<file path="src/rtl/alu_op_sequencer_pkg.sv">
// alu_op_sequencer_pkg: function codes, ALU op encodings, FSM states and ALU control bundle
package alu_op_sequencer_pkg;
    localparam logic [3:0] F_ADD  = 4'd0;
    localparam logic [3:0] F_SUB  = 4'd1;
    localparam logic [3:0] F_XOR  = 4'd2;
    localparam logic [3:0] F_ANDN = 4'd3;
    localparam logic [3:0] F_ROL  = 4'd4;
    localparam logic [3:0] F_SLL  = 4'd5;
    localparam logic [3:0] F_ROR  = 4'd6;
    localparam logic [3:0] F_SRL  = 4'd7;
    localparam logic [3:0] F_SEQ  = 4'd8;
    localparam logic [3:0] F_SLT  = 4'd9;
    localparam logic [3:0] F_SLE  = 4'd10;
    localparam logic [3:0] F_SCO  = 4'd11;
    localparam logic [3:0] F_BTR  = 4'd12;

    localparam logic [2:0] OP_ADD = 3'b100;
    localparam logic [2:0] OP_XOR = 3'b110;
    localparam logic [2:0] OP_AND = 3'b111;

    typedef enum logic [1:0] {S_IDLE, S_PASS1, S_PASS2, S_RESP} state_e;

    typedef struct packed {
        logic [2:0] op;
        logic       cin;
        logic       inva;
        logic       invb;
        logic       sign;
    } alu_ctl_t;

    function automatic logic [15:0] bit_rev(input logic [15:0] x);
        for (int i = 0; i < 16; i++) bit_rev[i] = x[15-i];
    endfunction
endpackage

</file>
<file path="src/rtl/alu_op_sequencer_decode.sv">
// alu_op_sequencer_decode: maps function code and pass number to ALU control lines
module alu_op_sequencer_decode
    import alu_op_sequencer_pkg::*;
#(
    parameter int FUNC_W = 4
) (
    input  logic [FUNC_W-1:0] func,
    input  logic              pass2,
    output alu_ctl_t          ctl
);
    always_comb begin
        ctl = '0;
        case (func)
            F_ADD:                      ctl = alu_ctl_t'{OP_ADD, 1'b0, 1'b0, 1'b0, 1'b1};
            F_SUB:                      ctl = alu_ctl_t'{OP_ADD, 1'b1, 1'b1, 1'b0, 1'b1};
            F_XOR, F_SEQ:               ctl.op = OP_XOR;
            F_ANDN:                     ctl = alu_ctl_t'{OP_AND, 1'b0, 1'b0, 1'b1, 1'b0};
            F_ROL, F_SLL, F_ROR, F_SRL: ctl.op = {1'b0, func[1:0]};
            F_SLT:                      ctl = alu_ctl_t'{OP_ADD, 1'b1, 1'b1, 1'b0, 1'b0};
            // SLE: equality via XOR first, then the Rt-Rs compare pass
            F_SLE:                      ctl = pass2 ? alu_ctl_t'{OP_ADD, 1'b1, 1'b1, 1'b0, 1'b0}
                                                    : alu_ctl_t'{OP_XOR, 1'b0, 1'b0, 1'b0, 1'b0};
            F_SCO:                      ctl.op = OP_ADD;
            default:                    ;
        endcase
    end
endmodule

</file>
<file path="src/rtl/alu_op_sequencer.sv">
// alu_op_sequencer: request/response sequencer driving an external combinational 16-bit ALU
module alu_op_sequencer
    import alu_op_sequencer_pkg::*;
#(
    parameter int WIDTH  = 16,
    parameter int FUNC_W = 4
) (
    input  logic              clk,
    input  logic              rst,
    input  logic              req_valid,
    output logic              req_ready,
    input  logic [FUNC_W-1:0] req_func,
    input  logic [WIDTH-1:0]  req_a,
    input  logic [WIDTH-1:0]  req_b,
    output logic [WIDTH-1:0]  alu_a,
    output logic [WIDTH-1:0]  alu_b,
    output logic [2:0]        alu_op,
    output logic              alu_cin,
    output logic              alu_inva,
    output logic              alu_invb,
    output logic              alu_sign,
    input  logic [WIDTH-1:0]  alu_out,
    input  logic              alu_ofl,
    input  logic              alu_cout,
    output logic              rsp_valid,
    input  logic              rsp_ready,
    output logic [WIDTH-1:0]  rsp_data,
    output logic              rsp_ofl,
    output logic              rsp_err
);
    state_e            state;
    logic [FUNC_W-1:0] func_r;
    logic [WIDTH-1:0]  a_r, b_r, res_data;
    logic              eq_r, in_pass, lt, set_op, res_bit, res_ofl;
    alu_ctl_t          ctl;

    alu_op_sequencer_decode #(.FUNC_W(FUNC_W)) u_decode (
        .func  (func_r),
        .pass2 (state == S_PASS2),
        .ctl   (ctl)
    );

    assign in_pass   = state == S_PASS1 || state == S_PASS2;
    assign req_ready = state == S_IDLE;
    assign alu_a     = in_pass ? a_r : '0;
    assign alu_b     = in_pass ? b_r : '0;
    assign alu_op    = in_pass ? ctl.op : '0;
    assign alu_cin   = in_pass & ctl.cin;
    assign alu_inva  = in_pass & ctl.inva;
    assign alu_invb  = in_pass & ctl.invb;
    assign alu_sign  = in_pass & ctl.sign;

    // Signed Rs < Rt from operand signs and the Rt-Rs difference on alu_out
    assign lt = (a_r[WIDTH-1] & ~b_r[WIDTH-1]) |
                (~(a_r[WIDTH-1] ^ b_r[WIDTH-1]) & ~alu_out[WIDTH-1] & |alu_out);

    assign set_op   = func_r == F_SEQ || func_r == F_SLT || func_r == F_SCO;
    assign res_bit  = func_r == F_SEQ ? alu_out == '0 : func_r == F_SLT ? lt : alu_cout;
    assign res_data = set_op ? {{(WIDTH-1){1'b0}}, res_bit} : alu_out;
    assign res_ofl  = (func_r == F_ADD || func_r == F_SUB) & alu_ofl;

    always_ff @(posedge clk) begin
        if (rst) begin
            state     <= S_IDLE;
            func_r    <= '0;
            a_r       <= '0;
            b_r       <= '0;
            eq_r      <= 1'b0;
            rsp_valid <= 1'b0;
            rsp_data  <= '0;
            rsp_ofl   <= 1'b0;
            rsp_err   <= 1'b0;
        end else begin
            case (state)
                S_IDLE: if (req_valid) begin
                    func_r <= req_func;
                    a_r    <= req_a;
                    b_r    <= req_b;
                    if (req_func >= F_BTR) begin
                        state     <= S_RESP;
                        rsp_valid <= 1'b1;
                        rsp_data  <= req_func == F_BTR ? bit_rev(req_a) : '0;
                        rsp_ofl   <= 1'b0;
                        rsp_err   <= req_func != F_BTR;
                    end else begin
                        state <= S_PASS1;
                    end
                end
                S_PASS1: if (func_r == F_SLE) begin
                    eq_r  <= alu_out == '0;
                    state <= S_PASS2;
                end else begin
                    state     <= S_RESP;
                    rsp_valid <= 1'b1;
                    rsp_data  <= res_data;
                    rsp_ofl   <= res_ofl;
                    rsp_err   <= 1'b0;
                end
                S_PASS2: begin
                    state     <= S_RESP;
                    rsp_valid <= 1'b1;
                    rsp_data  <= {{(WIDTH-1){1'b0}}, eq_r | lt};
                    rsp_ofl   <= 1'b0;
                    rsp_err   <= 1'b0;
                end
                S_RESP: if (rsp_ready) begin
                    state     <= S_IDLE;
                    rsp_valid <= 1'b0;
                end
                default: state <= S_IDLE;
            endcase
        end
    end
endmodule

</file>
<file path="config.mk">
export PLATFORM = sky130hd
export DESIGN_NAME = alu_op_sequencer
export DESIGN_NICKNAME = d
export VERILOG_FILES = /design/src/rtl/alu_op_sequencer_pkg.sv /design/src/rtl/alu_op_sequencer_decode.sv /design/src/rtl/alu_op_sequencer.sv
export SDC_FILE = /design/constraint.sdc
export NUM_CORES = 1
export LEC_CHECK = 0
export ABC_AREA = 1
export CAP_MARGIN = 20
export CORE_AREA = 2 2 83 85
export DETAILED_ROUTE_END_ITERATION = 10
export DIE_AREA = 0 0 85 87
export MAX_ROUTING_LAYER = met4
export PLACE_DENSITY_LB_ADDON = 0.15
export SETUP_SLACK_MARGIN = 0.2
export SYNTH_ARGS = -nofsm -noshare
export SYNTH_HDL_FRONTEND = slang
export SYNTH_SLANG_ARGS = --single-unit
</file>
<file path="constraint.sdc">
create_clock -name clk -period 4.05 [get_ports clk]
set_input_delay 0.81 -clock clk [delete_from_list [all_inputs] [get_ports clk]]
set_output_delay 0.81 -clock clk [all_outputs]
set_load 0.005 [all_outputs]
</file>
# Word level (Yosys, flattened, before mapping)
# Cells that the tools add are included.
classes:
  order_cmp: 1
  n_eq_ne: 20
  n_mux: 32
  bitwise_logic: 14
  n_reduce_logical: 17
op_table:
  columns: ["cell", "count"]
  rows:
  - ["two-way mux 16 bit", 7]
  - ["case mux 16 bit (3 select lines)", 1]
  - ["== test 4 bit (second input constant)", 5]
  - ["case mux 4 bit (5 select lines)", 1]
  - ["== test 4 x 3 -> 1 bit (second input constant)", 4]
  - ["logical NOT 16 bit", 1]
  - ["OR reduction 16 bit", 1]
  - ["case mux 3 bit (5 select lines)", 1]
  - ["two-way mux 1 bit", 13]
  - ["AND 1 bit", 8]
  - ["== test 4 x 2 -> 1 bit (second input constant)", 2]
  - ["case mux 2 bit (4 select lines)", 1]
  - ["AND reduction 4 bit", 2]
  - ["OR reduction 4 bit", 2]
  - ["two-way mux 2 bit", 3]
  - ["two-way mux 6 bit", 1]
  - ["!= test 2 bit (second input constant)", 3]
  - ["case mux 1 bit (3 select lines)", 2]
  - ["AND reduction 2 bit", 3]
  - ["== test 2 bit (second input constant)", 2]
  - ["== test 4 x 1 -> 1 bit (second input constant)", 1]
  - ["greater-or-equal comparator 4 bit (second input constant)", 1]
  - ["logical NOT 4 bit", 1]
  - ["logical OR 1 bit", 4]
  - ["11 further kinds", 14]
word_totals:
  reg_bits: 58
  input_bits: 58

# Logic depth before layout (Yosys ltp)
# Gate-level depths: netlist of run 1.
depth:
  depth_word: 10
  mapped_depth: 12
  depth_no_buf: 12

# By module
# From an unflattened synthesis of run 1, not the netlist that was laid out.
unflattened:
  cells_unflattened: 436
  area_unflattened_um2: 2925.3
by_module_without_submodules:
  columns: ["module", "n_inst", "cells_each", "area_each_um2"]
  rows:
  - ["alu_op_sequencer", 1, 417, 2829.0]
  - ["alu_op_sequencer_decode", 1, 19, 96.3]

# Worst setup path after synthesis of run 1
# No wires, ideal clock.
synth_timing:
  kind: "reg2out"
  start: "register state[0]"
  end: "output port alu_inva"
  t_arrival_ns: 1.444
  required_ns: 3.240
  path_slack_ns: 1.796
  stages_incl_launch_ff: 7
  cell_sequence: "dfxtp_1 inv_1 ha_1 inv_1 clkbuf_1 a21oi_1 buf_4"
synth_via:
  elab_chain_len: 4
synth_rtl:
  columns: ["item", "line", "text"]
  rows:
  - ["from (decl)", "alu_op_sequencer.sv:31", "state_e state;"]
  - ["from (signal assigned)", "alu_op_sequencer.sv:64", "state <= S_IDLE;"]
  - ["from (signal assigned)", "alu_op_sequencer.sv:80", "state <= S_RESP;"]
  - ["from (signal assigned)", "alu_op_sequencer.sv:86", "state <= S_PASS1;"]
  - ["== test 2 bit", "alu_op_sequencer.sv:39, alu_op_sequencer.sv:43", null]
  - ["two-way mux 6 bit", "alu_op_sequencer_decode.sv:21", "F_SLE: ctl = pass2 ? alu_ctl_t'{OP_ADD, 1'b1, 1'b1, 1'b0, 1'b0}"]
  - ["case mux 4 bit (5 select lines)", "alu_op_sequencer_decode.sv:13", "case (func)"]
  - ["AND 1 bit *", "alu_op_sequencer.sv:49", "assign alu_inva = in_pass & ctl.inva;"]
  - ["to (decl)", "alu_op_sequencer.sv:19", "output logic alu_inva,"]
# Every way passes the cells marked *; elsewhere a longest branch is shown, timed or not.

# Worst setup path after layout of run 1
layout_timing:
  start: "register state[0]"
  end: "output port alu_op[0]"
layout_via:
  elab_chain_len: 3
layout_rtl:
  columns: ["item", "line", "text"]
  rows:
  - ["== test 2 x 1 -> 1 bit or == test 2 bit (tied branches)", "alu_op_sequencer.sv:43", "assign in_pass = state == S_PASS1 || state == S_PASS2;"]
  - ["logical OR 1 bit *", "alu_op_sequencer.sv:43", null]
  - ["two-way mux 3 bit *", "alu_op_sequencer.sv:47", "assign alu_op = in_pass ? ctl.op : '0;"]
  - ["to (decl)", "alu_op_sequencer.sv:17", "output logic [2:0] alu_op,"]
# Marked as above.

==> results of run 1 <==
[area by class of cell]
type                    count  area (sq um)  area share, %
clock buffers              13           169           4.02
clock inverters             2          35.0          0.833
inverters                  54           203           4.82
multi-input cells         280          1340           31.8
flip-flops and latches     58          1160           27.6
well taps                  80           100           2.38
repair buffers            121          1200           28.5
[registers in the layout, indices dropped and copies added (netlist names)]
signal / count
state: 2
eq_r: 1
a_r: 16
rsp_valid: 1
rsp_err: 1
b_r: 16
rsp_data: 16
func_r: 4
rsp_ofl: 1
[metal layers]
metal  part of all wire, %  wire, um
met1                    43      3450
met2                    49      3920
met3                   7.4       597
met4                   1.3       108
met5                     0         0
[synth_stat cells, drive strengths merged]
| master | n |
|---|---|
| o22ai | 1 |
| o21ai | 59 |
| nand2 | 50 |
| nand3b | 1 |
| buf | 9 |
| a31oi | 15 |
| a211oi | 1 |
| ha | 6 |
| o21bai | 1 |
| nand3 | 34 |
| inv | 54 |
| a21oi | 16 |
| clkbuf | 16 |
| dfxtp | 58 |
| nor3 | 5 |
| nor2 | 88 |
| nor4 | 2 |
| nand4 | 1 |
[power by group]
part,total (mW),switching (mW),internal [mW]
combinational,1.46,0.798,0.665
sequential,0.904,0.126,0.779
clock,0.544,0.213,0.330
[kinds of logic after synthesis]
kind of cell	Yosys count	share of synthesized area (%)
AOI/OAI and AO/OA	93	17.5
adders and majority gates	6	2.67
DFF	58	41.2
buffers and inverters	79	11.4
and+or+nand+nor	181	27.2
[worst register-to-register path: cells and delay by family, from the launching register on]
| kind | cells | cell delay, ns |
|---|---|---|
| simple gates | 1 | 0.06 |
| fa+ha+maj | 1 | 0.23 |
| compound gates | 2 | 0.38 |
| flops | 1 | 0.43 |
| buf+inv | 3 | 0.95 |
[worst max path at each step]
| stage | endpoint | slack, ns | cells past startpoint |
|---|---|---|---|
| after CTS | alu_op[0] | 0.85 | 5 |
| after detailed placement | alu_op[0] | 1.19 | 5 |
| after global routing | alu_op[0] | 0.67 | 5 |
| after global placement | alu_op[0] | 1.30 | 5 |
| final | alu_op[0] | 0.85 | 5 |
| after floorplan | alu_inva | 1.80 | 6 |
[stage by stage]
step                      util (%)  setup WS (ns)  cells  power, mW  hold WS, ns
after CTS                     64.0          0.845    608       2.93        0.486
after global routing          64.0          0.670    608       3.15        0.505
after detailed placement      60.9           1.19    593       2.38        0.471
after floorplan                  -           1.80    417       1.74        0.448
after global placement        60.9           1.30    593       2.35        0.459
final                         64.0          0.849    608       2.91        0.482
==> insert_results.sql, run 1 <==
INSERT INTO impl_metrics (metric_group, metric, value, unit) VALUES
('timing', 'grt_setup_unrepaired', 'false', ''),
('clock_tree', 'cts_tree', 'built', ''),
('finish', 'mostFrequentLayoutCells', '116 x sky130_fd_sc_hd__clkdlybuf4s50_1, 85 x sky130_fd_sc_hd__nor2_1, 58 x sky130_fd_sc_hd__dfxtp_1', ''),
('clock_tree', 'ctsResizeCount', '0', ''),
('worst_setup_path', 'reg2reg_slack', '1.85', 'ns'),
('routing', 'postRouteWirelength', '8080', 'um'),
('worst_setup_path', 'cpMaxStageDelayCell', 'sky130_fd_sc_hd__clkdlybuf4s50_1', ''),
('finish', 'mostFrequentLayoutCell', 'sky130_fd_sc_hd__clkdlybuf4s50_1', ''),
('routing', 'avgRoutedWirePerCell', '13.3', 'um'),
('job', 'max-cap-violations', '0', ''),
('global_routing', 'antenna_violations_before_repair', '0', ''),
('finish', 'finish.net_count', '588', ''),
('worst_hold_path', 'hp-start', 'a_r[1]', ''),
('global_routing', 'grtUsageMet2', '35.2', '%'),
('worst_setup_path', 'critPathArrivalTime', '2.39', 'ns'),
('timing', 'worst_slew_margin_rel', '35.7', '%'),
('timing', 'slew_viol_final', '0', ''),
('yosys', 'ys_warn_count', '0', ''),
('run_status', 'outcome', 'complete, no violations', ''),
('pwr', 'power-per-cell-area', '692', 'nW/um^2'),
('yosys', 'synthDistinctLibCells', '28', ''),
('routing', 'drt.antenna.violating_nets', '0', ''),
('timing', 'final.min_clock_period', '3.20', 'ns'),
('yosys', 'syn_area', '2820', 'sq um'),
('worst_setup_path', 'cpLargestDelayFamily', 'buffers and inverters', ''),
('yosys', 'synth_top_cell_area_share', '41.2', '%'),
('worst_setup_path', 'critical_path.n_buffers_inverters', '3', ''),
('yosys', 'synth.yosys.seq_area_share', '41.2', '%'),
('routing', 'drc_errors', '0', ''),
('clock_tree', 'clock_sinks', '58', ''),
('yosys', 'synth_largest_area_cell', 'sky130_fd_sc_hd__dfxtp_1', ''),
('finish', 'drive_gt1_share', '5.49', '%'),
('worst_setup_path', 'cp_max_fo', '23', ''),
('timing', 'fmax', '312', 'MHz'),
('global_routing', 'first_global_vias', '2761', ''),
('finish', 'fillerInstances', '607', ''),
('finish', 'layout.cell_area.non_filler', '4200', 'sq um'),
('timing', 'setup_viol_count_final', '0', ''),
('routing', 'detail_route.iter0.violations', '162', ''),
('yosys', 'ys_seq_elements', '58', ''),
('floorplan', 'die_x', '85', 'um'),
('worst_hold_path', 'holdPathStages', '2', ''),
('timing', 'timing.clock.skew', '0.00548', 'ns'),
('clock_tree', 'cts-root-to-sink-buffers', '2', ''),
('global_routing', 'grt_usage', '22.8', '%'),
('worst_setup_path', 'worst_setup_path_end_kind', 'output port', ''),
('yosys', 'synth_cells', '417', ''),
('routing', 'detailed_route_via_count', '3082', ''),
('finish', 'areaGrowthSynthToFinish', '49.3', '%'),
('worst_setup_path', 'timing.rr.start', 'state[0]', ''),
('timing', 'timing.final.hold_violations', '0', ''),
('clock_tree', 'post_cts.repair.setup_buffers', '0', ''),
('pwr', 'ir_drop', '0.000775', 'V'),
('finish', 'final_antenna_diode_count', '0', ''),
('global_routing', 'gr-usage-met3', '4.36', '%'),
('global_routing', 'grt_util_met1', '30.1', '%'),
('timing', 'fin_setup_tns', '0', 'ns'),
('routing', 'vias_per_cell', '5.07', ''),
('worst_setup_path', 'cp_data_required_time', '3.24', 'ns'),
('global_routing', 'largest_net_degree_at_the_start_of_global_routing', '50', ''),
('worst_setup_path', 'critPathKind', 'register to output port', ''),
('place', 'dpl_cell_area', '4000', 'sq um'),
('place', 'post-dp-hpwl', '5850', 'um'),
('floorplan', 'initial_core_utilization', '42.9', '%'),
('floorplan', 'die_area', '7400', 'sq um'),
('routing', 'detailed_routing_iteration_count_for_the_pre_antenna_repair_pass', '4', ''),
('worst_hold_path', 'hold_path.class', 'register to register', ''),
('yosys', 'post_syn_nets', '481', ''),
('clock_tree', 'numCtsBuffers', '9', ''),
('pwr', 'static-leakage-power', '1.86', 'nW'),
('place', 'io_buffers', '116', '');
Power figures use the tool's default switching activity.
==> run 2, diff against run 1 <==
- CORE_AREA: 2 2 83 85 -> 2 2 88 90
- DIE_AREA: 0 0 85 87 -> 0 0 90 92
- clock period: 4.05 -> 2.6 ns (I/O delays scaled with it)
==> insert_results.sql, run 2 (synthesis results as in run 1) <==
INSERT INTO impl_metrics (metric_group, metric, value, unit) VALUES
('run_status', 'outcome', 'complete, no violations', ''),
('finish', 'areaGrowthSynthToFinish', '61.3', '%'),
('finish', 'final_antenna_diode_count', '0', ''),
('clock_tree', 'clock_sinks', '58', ''),
('timing', 'timing.clock.skew', '0.00592', 'ns'),
('finish', 'mostFrequentLayoutCells', '90 x sky130_fd_sc_hd__clkdlybuf4s50_1, 84 x sky130_fd_sc_hd__nor2_1, 54 x sky130_fd_sc_hd__dfxtp_1', ''),
('clock_tree', 'cts_htree_levels', '3', ''),
('routing', 'postRouteWirelength', '9090', 'um'),
('timing', 'setup_viol_count_final', '0', ''),
('timing', 'post-route-period-util', '94.7', '%'),
('worst_setup_path', 'cp_max_fo', '7', ''),
('floorplan', 'die_x', '90', 'um'),
('clock_tree', 'cts_root_buffer', 'sky130_fd_sc_hd__clkbuf_8', ''),
('timing', 'fin_setup_tns', '0', 'ns'),
('floorplan', 'io_pins', '117', ''),
('clock_tree', 'insertion_delay', '0.34', 'ns'),
('finish', 'final_cell_count_without_fillers', '646', ''),
('global_routing', 'first_global_vias', '2976', ''),
('routing', 'detailed_route_via_count', '3172', ''),
('routing', 'vias_per_cell', '4.91', ''),
('routing', 'detail_route.iter0.violations', '144', ''),
('finish', 'reg.largest.list', 'a_r (16), b_r (16), rsp_data (16)', ''),
('worst_setup_path', 'worstPathCellList', 'inv_2, ha_4, inv_1, nor4_1, clkdlybuf4s50_1', ''),
('timing', 'grt_setup_unrepaired', 'true', ''),
('timing', 'timing.final.hold_violations', '0', ''),
('worst_setup_path', 'cp_data_required_time', '2.08', 'ns'),
('global_routing', 'grt_usage', '22.4', '%'),
('worst_setup_path', 'cpMaxStageDelayCell', 'sky130_fd_sc_hd__clkdlybuf4s50_1', ''),
('worst_setup_path', 'critPathKind', 'register to output port', ''),
('worst_setup_path', 'crit_path_start_kind', 'register', ''),
('worst_setup_path', 'critPathArrivalTime', '1.94', 'ns'),
('job', 'max-cap-violations', '0', ''),
('finish', 'drive_gt1_share', '9.93', '%'),
('pwr', 'static-leakage-power', '2.26', 'nW'),
('clock_tree', 'cts.hold.buffers_added', '0', ''),
('place', 'gp_congestion', '0.844', ''),
('timing', 'slew_viol_final', '0', ''),
('clock_tree', 'cts_tree', 'built', ''),
('global_routing', 'grt_pass1_wl', '14500', 'um'),
('routing', 'avgRoutedWirePerCell', '14.1', 'um'),
('finish', 'fillerInstances', '715', ''),
('clock_tree', 'cts-root-to-sink-buffers', '2', ''),
('clock_tree', 'numCtsBuffers', '9', ''),
('floorplan', 'die_area', '8280', 'sq um'),
('global_routing', 'grt_overflow_total', '0', ''),
('timing', 'tightest_slew', '0.633', 'ns'),
('timing', 'worst_slew_margin_rel', '57.7', '%'),
('clock_tree', 'clock_slew_at_reported_path_ffs', '0.07', 'ns'),
('place', 'post-dp-hpwl', '6000', 'um'),
('pwr', 'power-per-cell-area', '1200', 'nW/um^2'),
('finish', 'finish.net_count', '603', ''),
('worst_setup_path', 'cp_slowest_stage_delay', '0.55', 'ns'),
('routing', 'detailed_routing_iteration_count_for_the_pre_antenna_repair_pass', '5', ''),
('place', 'io_buffers', '116', ''),
('routing', 'drt.antenna.violating_nets', '0', ''),
('floorplan', 'initial_core_utilization', '37.8', '%'),
('floorplan', 'fp.coreArea', '7450', 'sq um'),
('worst_setup_path', 'worst_setup_path_end_kind', 'output port', ''),
('pwr', 'ir_drop', '0.000879', 'V'),
('finish', 'mostFrequentLayoutCell', 'sky130_fd_sc_hd__clkdlybuf4s50_1', ''),
('timing', 'fmax', '406', 'MHz'),
('global_routing', 'antenna_violations_before_repair', '0', ''),
('floorplan', 'die_y', '92', 'um'),
('place', 'dp.cells', '619', ''),
('routing', 'drc_errors', '0', ''),
('global_routing', 'largest_net_degree_at_the_start_of_global_routing', '41', ''),
('timing', 'final.min_clock_period', '2.46', 'ns'),
('worst_hold_path', 'hold_path.class', 'register to register', ''),
('floorplan', 'rows', '32', '');
==> run 2: power by group <==
group	switching [mW]	internal [mW]	leakage, nW
Sequential	0.198	1.23	0.482
Clock	0.368	0.563	0.109
Combinational	1.46	1.65	1.67
==> run 2: critical path, delay by kind of cell, from the launching register on <==
| kind | cells | cell delay [ns] |
|---|---|---|
| buffers and inverters | 3 | 0.73 |
| AND/OR/NAND/NOR | 1 | 0.21 |
| adder cells (fa/ha/maj) | 1 | 0.31 |
| flip-flops | 1 | 0.35 |
==> run 2: cell type report <==
| class | instances | area (sq um) | area share (%) |
|---|---|---|---|
| inverter | 54 | 203 | 4.46 |
| clock buffer | 11 | 141 | 3.11 |
| timing repair buffer | 136 | 1460 | 32.1 |
| sequential | 58 | 1170 | 25.8 |
| clock inverter | 5 | 77.6 | 1.71 |
| tap | 102 | 128 | 2.81 |
| multi-input combinational | 280 | 1360 | 29.9 |
==> run 2: what timing repair did <==
| item | CTS | global route |
|---|---|---|
| pin swaps | 1 | 1 |
| buffers inserted | 5 | 2 |
| resized for setup | 25 | 16 |
| endpoints found under the setup margin | 39 | 24 |
| gates cloned | 4 | 0 |
==> run 2: stage by stage <==
step	util (%)	hold slack (ns)	power, mW	setup slack [ns]	area (sq um)
2_1_floorplan	-	0.448	2.72	0.636	2820
3_3_place_gp	54.8	0.464	3.82	0.342	4080
3_5_place_dp	54.8	0.470	3.85	0.289	4080
4_1_cts	60.2	0.482	5.41	0.112	4490
5_1_grt	61.0	0.501	5.83	0.0742	4540
6_report	61.0	0.482	5.47	0.138	4540
==> run 2: worst paths after layout <==
path                  endpoint  slack [ns]  cells past startpoint     start
hold reg to reg        a_r[13]        0.48                      2   a_r[13]
setup reg to reg  rsp_data[15]        0.81                      8  state[0]
hold / removal         a_r[13]        0.48                      2   a_r[13]
setup / recovery      alu_sign        0.14                      5  state[1]
==> run 2: per-layer routing <==
metal | share of wire (%) | GRT usage [%] | up-vias
met3 | 6.5 | 3.62 | 13
li1 | - | - | 1595
met4 | 1.8 | 9.36 | 0
met5 | 0 | - | -
met1 | 44 | 28.3 | 1441
met2 | 48 | 36.0 | 123
